==> src/rtl/led_sequencer_if.sv <==
// -----------------------------------------------------------------------------
// led_sequencer_if
//   Bus bundle for the LED sequencer: CPU register port plus the LED-register
//   load port.
//
//   i_Addr          2   register select (0=CTRL 1=PATTERN 2=PERIOD 3=FRAME)
//   i_Data         16   CPU write data
//   i_Write_EN      1   CPU write strobe, one cycle per write
//   o_Data         16   combinational readback of the selected register
//   o_LED_Data     16   registered frame {6'b0, frame[9:0]}
//   o_LED_Write_EN  1   registered one-cycle load strobe for the LED register
//
//   slave  : the sequencer side
//   master : the CPU / LED-register side
// -----------------------------------------------------------------------------
interface led_sequencer_if;
  logic [1:0]  i_Addr;
  logic [15:0] i_Data;
  logic        i_Write_EN;
  logic [15:0] o_Data;
  logic [15:0] o_LED_Data;
  logic        o_LED_Write_EN;

  modport slave (
    input  i_Addr, i_Data, i_Write_EN,
    output o_Data, o_LED_Data, o_LED_Write_EN
  );

  modport master (
    output i_Addr, i_Data, i_Write_EN,
    input  o_Data, o_LED_Data, o_LED_Write_EN
  );
endinterface

==> src/rtl/led_sequencer.sv <==
// -----------------------------------------------------------------------------
// led_sequencer
//   Drives a 10-bit LED frame into an external LED register. Modes:
//   DIRECT (show PATTERN), BLINK (PATTERN / blank), CHASE (rotate PATTERN),
//   PAUSE (freeze). Steps are paced by a prescaled timebase:
//   one step every (PERIOD+1)*PRESCALE clock cycles.
//
//   Parameters
//     PRESCALE   clock cycles per timebase tick (1..2^20)
//     PERIOD_RST reset value of the PERIOD register
//
//   Ports
//     i_CLK    sole clock, rising edge
//     i_RESET  synchronous, active-high reset
//     bus      led_sequencer_if.slave (CPU registers + LED load port)
//
//   Build option
//     LED_SEQ_BOUNCE_EN  when defined, CHASE bounces between bit 9 and bit 0
//                        instead of rotating.
// -----------------------------------------------------------------------------
module led_sequencer #(
  parameter int unsigned PRESCALE   = 50000,
  parameter logic [15:0] PERIOD_RST = 16'd250
) (
  input  logic            i_CLK,
  input  logic            i_RESET,
  led_sequencer_if.slave  bus
);

  typedef enum logic [2:0] {
    DIRECT,
    BLINK_ON,
    BLINK_OFF,
    CHASE,
    PAUSE
  } state_t;

  localparam logic [1:0]  A_CTRL    = 2'd0;
  localparam logic [1:0]  A_PATTERN = 2'd1;
  localparam logic [1:0]  A_PERIOD  = 2'd2;
  localparam logic [20:0] PRESC_LAST = 21'(PRESCALE - 1);

  state_t      state_q, state_d;
  logic [1:0]  mode_q;
  logic [9:0]  pattern_q;
  logic [15:0] period_q;
  logic [20:0] presc_q;
  logic [15:0] tick_q;
  logic [9:0]  chase_q, chase_d, chase_step;
  logic [9:0]  led_data_q, frame_d;
  logic        led_we_q, load_d;
  logic        do_load;
  logic [9:0]  load_val;
  logic        wr_cfg, tick, step;

`ifdef LED_SEQ_BOUNCE_EN
  logic dir_q, dir_d, dir_step;   // 0 = shifting left, 1 = shifting right
`endif

  // Writes to FRAME are ignored entirely; the other three restart the timebase.
  assign wr_cfg = bus.i_Write_EN && (bus.i_Addr != 2'd3);
  assign tick   = (presc_q == PRESC_LAST);
  // PAUSE freezes the counters, so a stale tick must not count there; a
  // coinciding write wins over the step.
  assign step   = tick && (tick_q == period_q) && !wr_cfg && (state_q != PAUSE);

  // Next chase value for one step.
  always_comb begin
    chase_step = chase_q;
`ifdef LED_SEQ_BOUNCE_EN
    dir_step = dir_q;
    if (chase_q[9] && chase_q[0]) begin
      chase_step = chase_q;               // pinned at both ends: hold
    end else if (!dir_q) begin
      if (chase_q[9]) begin
        dir_step   = 1'b1;
        chase_step = {1'b0, chase_q[9:1]};
      end else begin
        chase_step = {chase_q[8:0], 1'b0};
      end
    end else begin
      if (chase_q[0]) begin
        dir_step   = 1'b0;
        chase_step = {chase_q[8:0], 1'b0};
      end else begin
        chase_step = {1'b0, chase_q[9:1]};
      end
    end
`else
    chase_step = {chase_q[8:0], chase_q[9]};
`endif
  end

  // FSM next-state and frame generation.
  always_comb begin
    // NOTE: every signal assigned here gets a default first, so no path
    // leaves it unassigned and no latch is inferred.
    state_d  = state_q;
    chase_d  = chase_q;
    frame_d  = led_data_q;
    load_d   = 1'b0;
    do_load  = 1'b0;
    load_val = pattern_q;
`ifdef LED_SEQ_BOUNCE_EN
    dir_d    = dir_q;
`endif

    if (bus.i_Write_EN && bus.i_Addr == A_CTRL) begin
      unique case (bus.i_Data[1:0])
        2'b00:   state_d = DIRECT;
        2'b01:   state_d = BLINK_ON;
        2'b10:   state_d = CHASE;
        default: state_d = PAUSE;
      endcase
      do_load  = (bus.i_Data[1:0] != 2'b11);
      load_val = pattern_q;
    end else if (bus.i_Write_EN && bus.i_Addr == A_PATTERN) begin
      // New pattern shows immediately unless paused.
      do_load  = (state_q != PAUSE);
      load_val = bus.i_Data[9:0];
      if (state_q == BLINK_OFF) state_d = BLINK_ON;
    end else if (step) begin
      case (state_q)
        BLINK_ON: begin
          state_d = BLINK_OFF;
          frame_d = 10'd0;
          load_d  = 1'b1;
        end
        BLINK_OFF: begin
          state_d = BLINK_ON;
          frame_d = pattern_q;
          load_d  = 1'b1;
        end
        CHASE: begin
          chase_d = chase_step;
          frame_d = chase_step;
          load_d  = 1'b1;
`ifdef LED_SEQ_BOUNCE_EN
          dir_d   = dir_step;
`endif
        end
        default: ;
      endcase
    end

    if (do_load) begin
      chase_d = load_val;
      frame_d = load_val;
      load_d  = 1'b1;
`ifdef LED_SEQ_BOUNCE_EN
      dir_d   = 1'b0;
`endif
    end
  end

  always_ff @(posedge i_CLK) begin
    // NOTE: sequential state uses non-blocking assignments so every register
    // samples the pre-edge values regardless of statement order.
    if (i_RESET) begin
      state_q    <= DIRECT;
      mode_q     <= 2'b00;
      pattern_q  <= 10'd0;
      period_q   <= PERIOD_RST;
      presc_q    <= 21'd0;
      tick_q     <= 16'd0;
      chase_q    <= 10'd0;
      led_data_q <= 10'd0;
      led_we_q   <= 1'b0;
`ifdef LED_SEQ_BOUNCE_EN
      dir_q      <= 1'b0;
`endif
    end else begin
      state_q  <= state_d;
      chase_q  <= chase_d;
      led_we_q <= load_d;
      if (load_d) led_data_q <= frame_d;
`ifdef LED_SEQ_BOUNCE_EN
      dir_q    <= dir_d;
`endif

      if (bus.i_Write_EN) begin
        case (bus.i_Addr)
          A_CTRL:    mode_q    <= bus.i_Data[1:0];
          A_PATTERN: pattern_q <= bus.i_Data[9:0];
          A_PERIOD:  period_q  <= bus.i_Data;
          default: ;
        endcase
      end

      if (wr_cfg) begin
        presc_q <= 21'd0;
        tick_q  <= 16'd0;
      end else if (state_q != PAUSE) begin
        if (tick) begin
          presc_q <= 21'd0;
          tick_q  <= (tick_q == period_q) ? 16'd0 : tick_q + 16'd1;
        end else begin
          presc_q <= presc_q + 21'd1;
        end
      end
    end
  end

  always_comb begin
    case (bus.i_Addr)
      A_CTRL:    bus.o_Data = {14'd0, mode_q};
      A_PATTERN: bus.o_Data = {6'd0, pattern_q};
      A_PERIOD:  bus.o_Data = period_q;
      default:   bus.o_Data = {6'd0, led_data_q};
    endcase
  end

  assign bus.o_LED_Data     = {6'd0, led_data_q};
  assign bus.o_LED_Write_EN = led_we_q;

endmodule
==> src/flat_wrapper.sv <==
// flat-port wrapper written by rule: the top's interface ports become plain ports
module led_sequencer_flat 
#(
  parameter int unsigned PRESCALE   = 50000,
  parameter logic [15:0] PERIOD_RST = 16'd250
)
  (i_CLK, i_RESET, bus_i_Addr, bus_i_Data, bus_i_Write_EN, bus_o_Data, bus_o_LED_Data, bus_o_LED_Write_EN);
  led_sequencer_if bus_i ();
  input  logic i_CLK;
  input  logic i_RESET;
  input wire logic [$bits(bus_i.i_Addr)-1:0] bus_i_Addr;
  input wire logic [$bits(bus_i.i_Data)-1:0] bus_i_Data;
  input wire logic [$bits(bus_i.i_Write_EN)-1:0] bus_i_Write_EN;
  output wire logic [$bits(bus_i.o_Data)-1:0] bus_o_Data;
  output wire logic [$bits(bus_i.o_LED_Data)-1:0] bus_o_LED_Data;
  output wire logic [$bits(bus_i.o_LED_Write_EN)-1:0] bus_o_LED_Write_EN;
  assign bus_i.i_Addr = bus_i_Addr;
  assign bus_i.i_Data = bus_i_Data;
  assign bus_i.i_Write_EN = bus_i_Write_EN;
  assign bus_o_Data = bus_i.o_Data;
  assign bus_o_LED_Data = bus_i.o_LED_Data;
  assign bus_o_LED_Write_EN = bus_i.o_LED_Write_EN;
  led_sequencer #(.PRESCALE(PRESCALE), .PERIOD_RST(PERIOD_RST)) u_core (.i_CLK(i_CLK), .i_RESET(i_RESET), .bus(bus_i));
endmodule
==> config.mk <==
export PLATFORM = sky130hd
export DESIGN_NAME = led_sequencer_flat
export DESIGN_NICKNAME = d
export VERILOG_FILES = /design/src/rtl/led_sequencer_if.sv /design/src/rtl/led_sequencer.sv /design/src/flat_wrapper.sv
export SDC_FILE = /design/constraint.sdc
export NUM_CORES = 1
export LEC_CHECK = 0
export ABC_AREA = 1
export BUFFER_PORTS_ARGS = -buffer_cell sky130_fd_sc_hd__buf_2
export CORE_MARGIN = 1
export CORE_UTILIZATION = 54
export DETAILED_ROUTE_END_ITERATION = 8
export PLACE_DENSITY_LB_ADDON = 0.08
export SETUP_SLACK_MARGIN = 0.02
export SYNTH_ARGS = -nofsm -noshare
export SYNTH_HDL_FRONTEND = slang
export SYNTH_SLANG_ARGS = --single-unit
export TNS_END_PERCENT = 1
==> constraint.sdc <==
create_clock -name i_CLK -period 1.89 [get_ports i_CLK]
set_clock_uncertainty 0.05 [all_clocks]
set_input_delay 0.189 -clock i_CLK [delete_from_list [all_inputs] [get_ports i_CLK]]
set_output_delay 0.189 -clock i_CLK [all_outputs]
set_load 0.02 [all_outputs]
==> impl_metrics.yaml, run 1 <==
outcome:
  status: "complete, no violations"
worst_setup_path:
  path_cells: "ha_4 > nand3_2 > nor2_2 > nand3_2 > nor2_4 > buf_12 > nand2_2 > nor3_4 > nand2_2 > nor2_2 > nor3b_2"
  slowest_stage: "dfxtp_2"
  worst_setup_path_end_kind: "register"
  critPathMaxFanout: 5
  slowest_delay_ns: 0.37
  critPathLaunchType: "register"
  cp.required_ns: 2.11
  arrival_ns: 2.05
  worstSetupPathType: "register to register"
logic_synthesis:
  synth-seq-cells: 89
  ys.flop_type: "dfxtp_1"
  synth_area_per_cell_um2: 6.63
  async_flop_share: 0
  yosysTopAreaCellShare: 0.345
  synth_edf_count: 0
  netlist_area_um2: 5160
  synth_area_leaders: "dfxtp_1 35%, nand2_1 14%, nor2_1 6.8%, inv_1 6.6%, a21oi_1 4.4%"
  synth.distinct_cells: 49
  ys_seq_area_frac: 0.345
  yosys.area.top_type: "dfxtp_1"
  netlist_instances: 779
  ys_warn_count: 0
routing:
  wl_um: 14000
  drt_iter0_drc: 270
  viasPerCell: 5.22
  avgRoutedWirePerCell_um: 13.9
  drtAntennaViolNets: 0
  vias: 5262
  drcViolationCount: 0
  drtPass1Iterations: 5
place:
  gp_congestion: 0.911
  placed_area_um2: 5820
  dp.cells: 979
  portBuffers: 47
  hpwl_um: 10500
sta:
  fmax_ghz: 0.545
  fin_crit_ns: 1.84
  final_hold_viol_count: 0
  final.period_utilization: 0.971
  setup_viol: 0
  setup_tns_ns: 0
  grt_setup_unrepaired: "yes"
  worst_pin_slew_ns: 0.585
  max-slew-margin-rel: 0.606
  report.final.slew_viol_count: 0
power_and_ir_drop:
  cellLeakagePower_nw: 2.75
  vdd_drop_max_mv: 0.373
  fin_total_pwr_mw: 3.94
  powerDensity_nw_per_um2: 621
finish:
  final_area_um2: 6340
  drive_gt1_frac: 0.280
  n_fill_cell: 828
  fin_util: 0.686
  final_cell_count_no_fill: 1008
  antenna_cells: 0
  synthToLayoutAreaGrowth_pct: 22.8
  nNetsFinal: 900
clock_network:
  clk_pin_slew_ns: 0.10
  cts_sinks: 89
  root_buffer: "clkbuf_8"
  clockBufferDepth: 2
  htree_num_levels: 3
  cts_buffers: 9
  cts_tree: "done"
  insertion_delay_ns: 0.37
floorplanning:
  die_x_um: 99.8
  fp.coreArea_um2: 9240
  rows: 35
  die_h_um: 99.8
  die_area_um2: 9960
  start_util: 0.559
  ios: 54
grt:
  grt_pass1_vias: 4707
  grt-ovfl-total: 0
  grt.met3_usage: 0.0390
  grt_pass1_wl_um: 21900
  busiest_layer: "met2"
  grt_use_total: 0.276
  antenna_found_initial: 0
  gr-usage-met2: 0.440
  grt_max_degree: 27
  globalRouteMet1Util: 0.388
hold_path:
  min_path_type: "input port to register"
flow_run:
  cap_violations: 0
what timing repair did:
action                     in CTS  in global routing
hold buffers                    1                  0
hold endpoints to repair        1                  0
pin swaps                       3                 23
resized for setup               8                 77
cloned                          0                  3
setup endpoints to repair      17                 39
buffers inserted                0                  9
placed cells by master (no fill, tap or decap), types with 5 or more instances in the layout:
| cell type | count |
|---|---|
| dfxtp_2 | 26 |
| nand2_1 | 183 |
| nor3_2 | 5 |
| buf_4 | 51 |
| o21ai_0 | 31 |
| conb_1 | 6 |
| xor2_1 | 9 |
| nand2_2 | 14 |
| nor2_1 | 79 |
| o211ai_1 | 16 |
| nor2_2 | 28 |
| inv_1 | 84 |
| dfxtp_1 | 61 |
| buf_2 | 48 |
| nand3_1 | 32 |
| or2_1 | 8 |
| clkbuf_8 | 9 |
| nand4_1 | 16 |
| o21ai_1 | 10 |
| o221ai_1 | 8 |
| a21oi_1 | 45 |
| nor3_1 | 16 |
| inv_2 | 14 |
| nor3b_1 | 5 |
| nor2_4 | 8 |
cell families after synthesis:
kind of cell / after synthesis / synth area share
AOI/OAI and AO/OA: 124 / 0.142
other: 1 / 0.000726
buffers and inverters: 132 / 0.108
adders and majority gates: 5 / 0.0121
and+or+nand+nor: 416 / 0.372
DFF: 89 / 0.345
xor gates and xnor gates: 12 / 0.0204
critical path, delay by kind of cell, from the launching register on:
family | cells | cell delay (ns)
DFF | 1 | 0.37
and+or+nand+nor | 9 | 1.01
adders and majority gates | 1 | 0.16
buffers and inverters | 1 | 0.13
metrics by stage:
| stage | worst slack (ns) | hold WS [ns] |
|---|---|---|
| 6_report | 0.0545 | 0.0165 |
| 3_5_place_dp | -0.0329 | 0.383 |
| 4_1_cts | 0.00352 | 0.00266 |
| 5_1_grt | -0.0761 | 0.00982 |
| 2_1_floorplan | 0.0849 | 0.208 |
| 3_3_place_gp | -0.00549 | 0.374 |
Yosys cell counts (2+ instances only):
cell	instances
inv_2	9
o221ai_1	8
xor2_1	9
nor2_4	4
nor2_1	93
nor3_1	19
nand3_2	5
o21ai_1	10
nand2_2	9
or2_1	8
o21ai_0	31
a21oi_1	45
nor3_2	4
or2_2	3
dfxtp_1	89
nand3_1	33
nor4_1	3
ha_1	5
buf_4	7
buf_2	7
nor2_2	18
xnor2_1	3
nand4_1	16
nor3b_1	5
nand2_1	190
inv_1	91
o211ai_1	16
o21a_1	2
a211oi_1	4
clkinv_1	2
clkbuf_1	11
buf_6	3
worst paths after layout:
| path | cells past startpoint | startpoint | to | slack (ns) |
|---|---|---|---|---|
| worst max-delay path | 11 | u_core.presc_q[1]$_SDFFE_PP0P_ | u_core.tick_q[7]$_SDFFE_PP0P_ | 0.05 |
| worst min-delay path | 3 | bus_i_Data[4] | u_core.period_q[4]$_SDFFE_PP1P_ | 0.02 |
| worst max register to register | 11 | u_core.presc_q[1]$_SDFFE_PP0P_ | u_core.tick_q[7]$_SDFFE_PP0P_ | 0.05 |
| worst min register to register | 2 | u_core.presc_q[20]$_SDFFE_PP0P_ | u_core.presc_q[20]$_SDFFE_PP0P_ | 0.42 |
final cells by class:
cell class                      count  area (µm²)  area share
Sequential cell                    89        1820       0.287
Tap cell                          129         161      0.0255
Clock inverter                      7        76.3      0.0120
Clock buffer                        9         124      0.0195
Timing Repair inverter              2        11.3     0.00178
Timing Repair Buffer              106         736       0.116
Inverter                          103         397      0.0625
Multi-Input combinational cell    563        3010       0.475
report_power, final:
group / internal (mW) / leakage (nW) / switching [mW]
clock: 0.624 / 0.0966 / 0.753
sequential: 1.93 / 0.735 / 0.0464
combinational: 0.203 / 1.92 / 0.376
sequential cells by signal, indices dropped and copies added (netlist names):
name and flops:
u_core.pattern_q 10, u_core.state_q 3, u_core.bus.o_LED_Write_EN 1, u_core.chase_q 10, u_core.period_q 16, u_core.mode_q 2
u_core.led_data_q 10, u_core.tick_q 16, u_core.presc_q 21
layer usage:
layer	vias to the layer above	wire (µm)
li1	2689	-
met2	141	6460
met3	17	746
met5	-	0
met4	0	223
met1	2415	6540
(Power assumes the default switching activity.)
==> run 2, diff against run 1 <==
--- a/config.mk
+++ b/config.mk
@@ -11,6 +11,7 @@
 export CORE_UTILIZATION = 54
 export DETAILED_ROUTE_END_ITERATION = 8
 export PLACE_DENSITY_LB_ADDON = 0.08
+export RECOVER_POWER = 100
 export SETUP_SLACK_MARGIN = 0.02
 export SYNTH_ARGS = -nofsm -noshare
 export SYNTH_HDL_FRONTEND = slang
==> run 2 against run 1 <==
Net effect:
- the run now ends with setup timing left
- cell count unchanged
- critical endpoint is now u_core.chase_q[0]$_SDFFE_PP0P_
- routed wire length about the same
- clock power about the same
- sequential share of layout area up 0.28 points
- clock-buffer cell count unchanged
- first-iteration DRC count up 14%
- largest power group unchanged
- worst setup slack worse by 0.056 ns
- design area down 0.97%
==> impl_metrics.yaml, run 2 (same netlist as run 1, synthesis figures left out) <==
finish:
  fin_util: 0.680
  largest_registers: "u_core.presc_q (21), u_core.period_q (16), u_core.tick_q (16)"
  final_cell_count_no_fill: 1008
  mostFrequentLayoutCell: "nand2_1"
  n_fill_cell: 855
  drive_gt1_frac: 0.240
  antenna_cells: 0
  nNetsFinal: 900
  mostFrequentLayoutCells: "184 x nand2_1, 84 x inv_1, 81 x nor2_1"
  synthToLayoutAreaGrowth_pct: 21.6
  largest_register_ffs: 21
  regMostFlops: "u_core.presc_q"
clock_network:
  cts_tree: "done"
  htree_num_levels: 3
  clockBufferDepth: 2
  cts_sinks: 89
  root_buffer: "clkbuf_8"
  insertion_delay_ns: 0.37
  clk_pin_slew_ns: 0.10
  cts_buffers: 9
worst_setup_path:
  crit_buf_inv: 4
  path_cells: "inv_1 > nand2_1 > nand2_1 > nor2_1 > nand2_2 > inv_1 > nand2_1 > nor2_2 > nand4_1 > buf_4 > buf_2 > nand3_1 > a21oi_1"
  arrival_ns: 2.04
  worstSetupPathType: "register to register"
  r2r-end: "u_core.chase_q[0]$_SDFFE_PP0P_"
  critPathMaxFanout: 5
  worst_setup_path_end_kind: "register"
  worstRegToRegCells: 13
  crit_path_end: "u_core.chase_q[0]$_SDFFE_PP0P_"
  critical_path.top_delay_family: "simple AND/OR/NAND/NOR gates"
  slowest_delay_ns: 0.38
  cp.depth: 13
  cp.required_ns: 2.04
  worstReg2RegStart: "u_core.tick_q[0]$_SDFFE_PP0P_"
  startpoint: "u_core.tick_q[0]$_SDFFE_PP0P_"
  critPathLaunchType: "register"
  cpMostUsedCell: "nand2_1"
  slowest_stage: "dfxtp_1"
  r2r_slack_ns: -0.002
sta:
  worst_pin_slew_ns: 1.01
  setup_viol: 1
  final_hold_viol_count: 0
  setup_tns_ns: -0.00193
  max-slew-margin-rel: 0.329
  final.period_utilization: 1.00
  fmax_ghz: 0.529
  report.final.slew_viol_count: 0
  timing.final.ws_setup_ns: -0.00193
  grt_setup_unrepaired: "yes"
  fin_crit_ns: 1.89
place:
  portBuffers: 47
  gp_congestion: 0.911
  hpwl_um: 10500
  dp_slack_ns: -0.0329
  dp.cells: 979
routing:
  drtAntennaViolNets: 0
  avgRoutedWirePerCell_um: 13.9
  drt_iter0_drc: 309
  vias: 5281
  drtPass1Iterations: 5
  drcViolationCount: 0
  viasPerCell: 5.24
  wl_um: 14000
power_and_ir_drop:
  cellLeakagePower_nw: 2.63
  vdd_drop_max_mv: 0.373
  fin_total_pwr_mw: 3.92
  powerDensity_nw_per_um2: 625
grt:
  grt_max_degree: 27
  grt_pass1_wl_um: 21900
  antenna_found_initial: 0
  grt_pass1_vias: 4707
  grt_use_total: 0.276
  grt-ovfl-total: 0
outcome:
  status: "finished, violations left"
  violations: "setup timing"
floorplanning:
  rows: 35
  start_util: 0.559
  die_x_um: 99.8
  die_h_um: 99.8
  ios: 54
  fp.coreArea_um2: 9240
  die_area_um2: 9960
hold_path:
  min_path_type: "input port to register"
flow_run:
  cap_violations: 0
-- run 2: changes by cell type in the layout (fill, tap and decap cells not counted), moves of 2 or more --
cell	before	now
buf_2	48	21
buf_4	51	46
clkbuf_1	0	31
nor2_1	79	81
nor2_2	28	26
-- run 2: layout make-up --
class / instances / area, µm² / share of cell area
Multi-Input combinational cell: 563 / 3000 / 0.478
Clock inverter: 7 / 76.3 / 0.0122
Inverter: 103 / 397 / 0.0632
Sequential cell: 89 / 1820 / 0.290
Tap cell: 129 / 161 / 0.0257
Clock buffer: 9 / 124 / 0.0197
Timing Repair Buffer: 106 / 687 / 0.109
Timing Repair inverter: 2 / 11.3 / 0.00179
-- run 2: per-stage QoR --
step                      hold WS [ns]  area [µm²]
after floorplan                  0.208        5180
after global placement           0.374        5820
after detailed placement         0.383        5820
after CTS                      0.00266        6060
after global routing           0.00982        6280
final                           0.0150        6280
-- run 2: worst min-delay path by stage --
stage / start / endpoint / slack, ns / cells after the start
floorplan: i_RESET / u_core.chase_q[9]$_SDFFE_PP0P_ / 0.21 / 1
global placement: bus_i_Data[4] / u_core.period_q[4]$_SDFFE_PP1P_ / 0.37 / 3
detailed placement: bus_i_Data[5] / u_core.period_q[5]$_SDFFE_PP1P_ / 0.38 / 3
CTS: bus_i_Data[6] / u_core.period_q[6]$_SDFFE_PP1P_ / 0.003 / 3
global route: bus_i_Data[3] / u_core.period_q[3]$_SDFFE_PP1P_ / 0.01 / 3
finish: bus_i_Data[4] / u_core.period_q[4]$_SDFFE_PP1P_ / 0.01 / 3
-- run 2: metal layers --
metal	share of wire	GRT usage	vias to the layer above
li1	-	-	2693
met1	0.47	0.388	2435
met2	0.46	0.440	136
met3	0.049	0.0390	17
met4	0.016	0.0792	0
met5	0	0	-
-- run 2: what timing repair did --
action                                  CTS  global route
buffers inserted                          0             9
cloned                                    0             3
endpoints found under the setup margin   17            39
pin swaps                                 3            23
gates resized for setup                   8            77
hold endpoints to repair                  1             0
hold buffers                              1             0
-- run 2: power by group --
part / switching (mW) / total (mW) / internal (mW)
clock: 0.754 / 1.38 / 0.624
combinational: 0.377 / 0.566 / 0.189
sequential: 0.0465 / 1.98 / 1.93
-- run 2: worst min-delay path: stages --
cell	delay (ns)
buf_2	0.09
nand2_1	0.05
o211ai_1	0.07
